==> config.mk <==
export PLATFORM = sky130hd
export DESIGN_NAME = switch_alloc_ctrl
export DESIGN_NICKNAME = d
export VERILOG_FILES = /design/src/rtl/switch_alloc_ctrl.sv
export SDC_FILE = /design/constraint.sdc
export NUM_CORES = 1
export LEC_CHECK = 0
export CAP_MARGIN = 15
export CORE_AREA = 5 5 42 44
export DETAILED_ROUTE_END_ITERATION = 8
export DIE_AREA = 0 0 47 49
export DONT_BUFFER_PORTS = 1
export PLACE_DENSITY = 0.73
export RECOVER_POWER = 50
export SLEW_MARGIN = 0
export SYNTH_ARGS = -nofsm -noshare
export SYNTH_HDL_FRONTEND = slang
export SYNTH_SLANG_ARGS = --single-unit
==> constraint.sdc <==
create_clock -name clk -period 2.2 [get_ports clk]
set_input_delay 0.22 -clock clk [delete_from_list [all_inputs] [get_ports clk]]
set_output_delay 0.22 -clock clk [all_outputs]
set_load 0.1 [all_outputs]
==> src/rtl/switch_alloc_ctrl.sv <==
// Crossbar select allocator: round-robin packet grants between NI injection, VC1 transit and VC0,
// held until the tail flit is popped or the packet-length watchdog releases it.
module switch_alloc_ctrl #(
   parameter int MAX_PKT_LEN = 16,
   parameter int CNT_W       = 5
) (
   input  logic clk,
   input  logic rst,
   input  logic ni_valid,
   input  logic vc1_valid,
   input  logic vc0_valid,
   input  logic ena_ni,
   input  logic ena_vc1,
   input  logic ena_vc0,
   input  logic down_ready,
   input  logic ni_ready,
   output logic sel_NI_out,
   output logic sel_vc,
   output logic sel_up,
   output logic pop_ni,
   output logic pop_vc1,
   output logic pop_vc0,
   output logic busy,
   output logic err_timeout
);

   typedef enum logic [1:0] {IDLE = 2'd0, G_NI = 2'd1, G_VC1 = 2'd2, G_VC0 = 2'd3} state_t;

   localparam logic [1:0] SRC_NI  = 2'd0;
   localparam logic [1:0] SRC_VC1 = 2'd1;
   localparam logic [1:0] SRC_VC0 = 2'd2;

   state_t           state, state_nxt;
   logic [1:0]       rr_ptr, rr_nxt;
   logic [CNT_W-1:0] flit_cnt, cnt_nxt;
   logic             timeout_nxt;
   logic             grant_pop, grant_tail;
   logic [1:0]       cur_src;

   function automatic logic [1:0] next_src(input logic [1:0] s);
      case (s)
         SRC_NI:  next_src = SRC_VC1;
         SRC_VC1: next_src = SRC_VC0;
         default: next_src = SRC_NI;
      endcase
   endfunction

   always_ff @(posedge clk or posedge rst) begin
      if (rst) begin
         state       <= IDLE;
         rr_ptr      <= SRC_NI;
         flit_cnt    <= '0;
         err_timeout <= 1'b0;
      end else begin
         state       <= state_nxt;
         rr_ptr      <= rr_nxt;
         flit_cnt    <= cnt_nxt;
         err_timeout <= timeout_nxt;
      end
   end

   always_comb begin
      state_nxt   = state;
      rr_nxt      = rr_ptr;
      cnt_nxt     = flit_cnt;
      timeout_nxt = 1'b0;
      pop_ni      = 1'b0;
      pop_vc1     = 1'b0;
      pop_vc0     = 1'b0;
      grant_pop   = 1'b0;
      grant_tail  = 1'b0;
      cur_src     = SRC_NI;
      case (state)
         IDLE: begin
            // search order starts at rr_ptr and wraps NI -> VC1 -> VC0
            case (rr_ptr)
               SRC_VC1: begin
                  if (vc1_valid)      state_nxt = G_VC1;
                  else if (vc0_valid) state_nxt = G_VC0;
                  else if (ni_valid)  state_nxt = G_NI;
               end
               SRC_VC0: begin
                  if (vc0_valid)      state_nxt = G_VC0;
                  else if (ni_valid)  state_nxt = G_NI;
                  else if (vc1_valid) state_nxt = G_VC1;
               end
               default: begin
                  if (ni_valid)       state_nxt = G_NI;
                  else if (vc1_valid) state_nxt = G_VC1;
                  else if (vc0_valid) state_nxt = G_VC0;
               end
            endcase
         end
         G_NI: begin
            pop_ni     = ni_valid & down_ready;
            grant_pop  = pop_ni;
            grant_tail = ena_ni;
            cur_src    = SRC_NI;
         end
         G_VC1: begin
            pop_vc1    = vc1_valid & down_ready;
            grant_pop  = pop_vc1;
            grant_tail = ena_vc1;
            cur_src    = SRC_VC1;
         end
         G_VC0: begin
            pop_vc0    = vc0_valid & ni_ready;
            grant_pop  = pop_vc0;
            grant_tail = ena_vc0;
            cur_src    = SRC_VC0;
         end
         default: state_nxt = IDLE;
      endcase

      // a tail is only honoured when it is actually popped
      if (grant_pop) begin
         if (grant_tail) begin
            state_nxt = IDLE;
            rr_nxt    = next_src(cur_src);
            cnt_nxt   = '0;
         end else if (flit_cnt == CNT_W'(MAX_PKT_LEN - 1)) begin
            state_nxt   = IDLE;
            rr_nxt      = next_src(cur_src);
            cnt_nxt     = '0;
            timeout_nxt = 1'b1;
         end else begin
            cnt_nxt = flit_cnt + CNT_W'(1);
         end
      end
   end

   always_comb begin
      case (state)
         G_NI:    {sel_NI_out, sel_vc, sel_up} = 3'b010;
         G_VC1:   {sel_NI_out, sel_vc, sel_up} = 3'b011;
         G_VC0:   {sel_NI_out, sel_vc, sel_up} = 3'b100;
         default: {sel_NI_out, sel_vc, sel_up} = 3'b000;
      endcase
   end

   assign busy = (state != IDLE);

endmodule

Word-level counts from Yosys, hierarchy flattened
Cells that the tools add are included.
{ "totals": {"in_bits": 10, "reg_bits": 10} }
{ "op_classes": {"bitwise_logic": 3, "n_reduce_logical": 6, "addsub": 1, "eq_ne": 7, "muxes": 31} }
{ "op_table": {"columns": ["op", "n"], "rows": [
  ["$mux 2", 15],
  ["$pmux 2 s2", 3],
  ["$mux 5", 2],
  ["$mux 1", 9],
  ["$eq 2x1->1 const B", 3],
  ["$eq 2x2->1 const B", 3],
  ["$pmux 1 s3", 2],
  ["$add 5x1->5 const B", 1],
  ["$eq 5x4->1 const B", 1],
  ["$logic_not 2->1", 2],
  ["$reduce_bool 2->1", 2],
  ["$and 1x1->1", 3],
  ["$reduce_and 2->1", 1],
  ["$reduce_or 2->1", 1]
]} }

Logic depth before layout (Yosys ltp)
{ "depth": {"ltp_word": 8, "mapped_depth": 6, "depth_no_buf": 6} }

Least setup slack after synthesis
No wires, ideal clock.
{ "synth_timing": {"kind": "reg-to-reg", "from": "register state[0]", "to": "register rr_ptr[1]", "setup_ns": 0.126, "synth_period_minus_slack_ns": 2.468, "arrival_time_ns": 2.342, "path_stages_with_launch": 7, "required_ns": 2.074, "setup_slack_ns": -0.268, "cell_sequence": "dfrtp_1 > inv_1 > ha_1 > nand3_1 > a31o_2 > nor2_2 > mux2_4"} }
{ "synth_between": {"elab_chain_cells": 6, "word_cells_on_any_way": 13, "classes_between": "4 x eq/ne; 6 x mux; 3 x reduce/logical"} }
{ "synth_lines": {"columns": ["item", "line_no", "source"], "rows": [
  ["start, declared", "33", "state_t state, state_nxt;"],
  ["start signal, assigned", "55", "state <= state_nxt;"],
  ["$eq 2x2->1", "73", "case (state)"],
  ["$pmux 2 s2", "73", null],
  ["$eq 2x1->1 or $logic_not 2->1 (tied branches)", "41", "case (s)"],
  ["$pmux 2 s2", "41", null],
  ["$mux 2", "121", "end else if (flit_cnt == CNT_W'(MAX_PKT_LEN - 1)) begin"],
  ["$mux 2", "117", "if (grant_tail) begin"],
  ["end signal, assigned", "56", "rr_ptr <= rr_nxt;"],
  ["end, declared", "34", "logic [1:0] rr_ptr, rr_nxt;"]
]} }
Several ways; a longest one is shown, not always the timed one. The select of a mux whose other input is x is not followed.
A chain may end at the register's enable or synchronous reset.

Final worst setup path
Same ends and word-level chain as after synthesis.

==> impl_metrics.json <==
{
  "synth_top_area_frac": 0.388,
  "max_freq_ghz": 0.527,
  "max-cap-violations": 0,
  "setup.worst_path.class": "register to register",
  "drt_iter0_drc": 25,
  "yosysMostFrequentCell": "dfrtp_1",
  "crit_fanout": 7,
  "yosys.area.top_type": "dfrtp_1",
  "netlist_area_um2": 646,
  "finalCritPeriodShare": 0.862,
  "synth-compound-area-share": 0.202,
  "crit_chain": "inv_1 -> ha_1 -> nand3_1 -> a31o_2 -> nor2_2 -> mux2_4",
  "postCtsSetupBuffers": 0,
  "clockBufferDepth": 2,
  "clk_pin_slew_ns": 0.06,
  "min_path_type": "primary input to register",
  "clock_skew_ns": 0.00181,
  "cp_data_arrival_time_ns": 2.05,
  "cts_root_buf": "clkbuf_4",
  "start_kind": "register",
  "portBuffers": 0,
  "cts_tree": "done",
  "synth-seq-cells": 10,
  "antennaDiodeCount": 0,
  "grtUsageMet3": 0.0369,
  "hold_viol": 0,
  "rsz0062_at_grt": "false",
  "fp.dieH_um": 49,
  "synth_area_leaders": "dfrtp_1 (39%), ha_1 (16%), o21ai_0 (5.4%)",
  "avgRoutedWirePerCell_um": 14.5,
  "grt_max_degree": 11,
  "vias": 567,
  "r2r-start": "state[0]",
  "design.die.area_um2": 2300,
  "area_delta_synth_final_pct": 21.7,
  "rr_worst_depth": 6,
  "dp_hpwl_um": 1120,
  "ys_warn_count": 0,
  "synth-seq-area-share": 0.388,
  "outcome": "complete, no violations",
  "postSynthAreaPerCell_um2": 9.36,
  "synth_mux_area_frac": 0.0233,
  "dr.pass1.iters": 4,
  "grt_pass1_vias": 552,
  "max_stage_delay_ns": 0.40,
  "overflow": 0,
  "die_x_um": 47,
  "cts-htree-levels": 1,
  "drt-total-wl_um": 1440,
  "synthCells": 69,
  "drive_above_1_share": 0.205,
  "drv_slew": 0,
  "synth-main-ff-cell": "dfrtp_1",
  "min_path_cells": 2,
  "clock_latency_ns": 0.27,
  "ctsHoldBuffers": 1,
  "synthesis.nets": 87,
  "gp_congestion": 0.893,
  "synth-edff-count": 0,
  "cpMaxStageDelayCell": "dfrtp_1",
  "end_kind": "register",
  "drcViolationCount": 0,
  "cts_buffers": 3,
  "core_um2": 1400,
  "globalRoute.busiestLayer": "met1",
  "initial_core_util": 0.461,
  "drtAntennaViolNets": 0,
  "synth_top_family_by_area": "compound AO/OA/AOI/OAI gates",
  "synth_cell_types": 25,
  "cts-resized-gates": 0,
  "grt_use_met1": 0.213,
  "rr_endpoint": "rr_ptr[1]",
  "hold_path_end": "state[0]",
  "nNetsFinal": 102,
  "grt_pass1_wl_um": 2440,
  "async_flop_share": 1.00,
  "tns_ns": 0,
  "rrSetupSlack_ns": 0.30,
  "tightest_slew_ns": 1.17,
  "synth_xor_area_frac": 0,
  "yosys-top-cells-count": "dfrtp_1 (10), inv_1 (9), ha_1 (8), o21ai_0 (7)",
  "synth_adder_area_share": 0.155,
  "track_usage": 0.144,
  "finalSetupViolCount": 0,
  "fin_crit_ns": 1.90,
  "io_pins": 18,
  "grt_util_met2": 0.190,
  "min_from": "vc1_valid",
  "required_ns": 2.35,
  "yosys.area_share.simple": 0.180,
  "via_per_inst": 5.73,
  "antenna_found_initial": 0,
  "relSlewSlack": 0.225,
  "std_cell_rows": 14,
  "cts_sinks": 10
}
cells by family after synthesis:
group | count (synthesis)
adders and majority gates | 8
buffers and inverters | 9
AOI/OAI and AO/OA | 19
muxes | 1
DFF | 10
and+or+nand+nor | 22
placed cells by master, fill, tap and decap left out, drive strengths merged, types with 2 or more instances in the layout:
master / netlist / routed
dfrtp: 10 / 10
inv: 9 / 9
ha: 8 / 8
o21ai: 7 / 7
clkbuf: 0 / 7
nand3: 6 / 6
nand2: 6 / 6
buf: 0 / 6
nand2b: 2 / 2
nor2b: 2 / 2
a221oi: 2 / 2
a21oi: 2 / 2
nor2: 2 / 2
metal layers:
| layer | share of wire | vias up |
|---|---|---|
| met3 | 0.084 | 5 |
| met5 | 0 | - |
| li1 | - | 275 |
| met1 | 0.42 | 259 |
| met4 | 0.022 | 0 |
| met2 | 0.47 | 28 |
how the worst max path moves through the flow:
stage               cells after the start   endpoint  startpoint  slack (ns)
floorplan                               6  rr_ptr[1]    state[0]        0.09
global placement                        6  rr_ptr[1]    state[1]        0.43
detailed placement                      6  rr_ptr[1]    state[1]        0.39
CTS                                     6  rr_ptr[1]    state[1]        0.37
global route                            6  rr_ptr[1]    state[0]        0.17
finish                                  6  rr_ptr[1]    state[0]        0.30
worst max-delay path, delay by kind of cell (launching register included):
kind | cells | cell delay [ns]
AO/OA/AOI/OAI | 1 | 0.29
adder cells (fa/ha/maj) | 1 | 0.29
buffers and inverters | 1 | 0.13
flip-flops | 1 | 0.40
multiplexers | 1 | 0.31
AND/OR/NAND/NOR | 2 | 0.37
state kept, by name (all words and copies together) (netlist names):
signal       cells
rr_ptr           2
state            2
err_timeout      1
flit_cnt         5
area by class of cell:
cell class | instances | area [um^2]
fillers | 123 | 616
repair buffers | 10 | 81.3
multi-input cells | 50 | 364
flip-flops and latches | 10 | 250
clock buffers | 4 | 36.3
well taps | 16 | 20.0
inverters | 9 | 33.8
per-stage QoR:
| stage | std cells | util | area (um^2) | hold slack, ns | setup WS, ns |
|---|---|---|---|---|---|
| after detailed placement | 94 | 0.536 | 751 | 0.105 | 0.394 |
| after global placement | 94 | 0.536 | 751 | 0.105 | 0.430 |
| final | 99 | 0.561 | 786 | 0.164 | 0.303 |
| after floorplan | 69 | - | 651 | 0.0602 | 0.0907 |
| after CTS | 99 | 0.569 | 797 | 0.164 | 0.374 |
| after global routing | 99 | 0.561 | 786 | 0.172 | 0.170 |
Power is not shown: default switching activity piles up to over one toggle a cycle in this logic, so the estimate is an artifact.
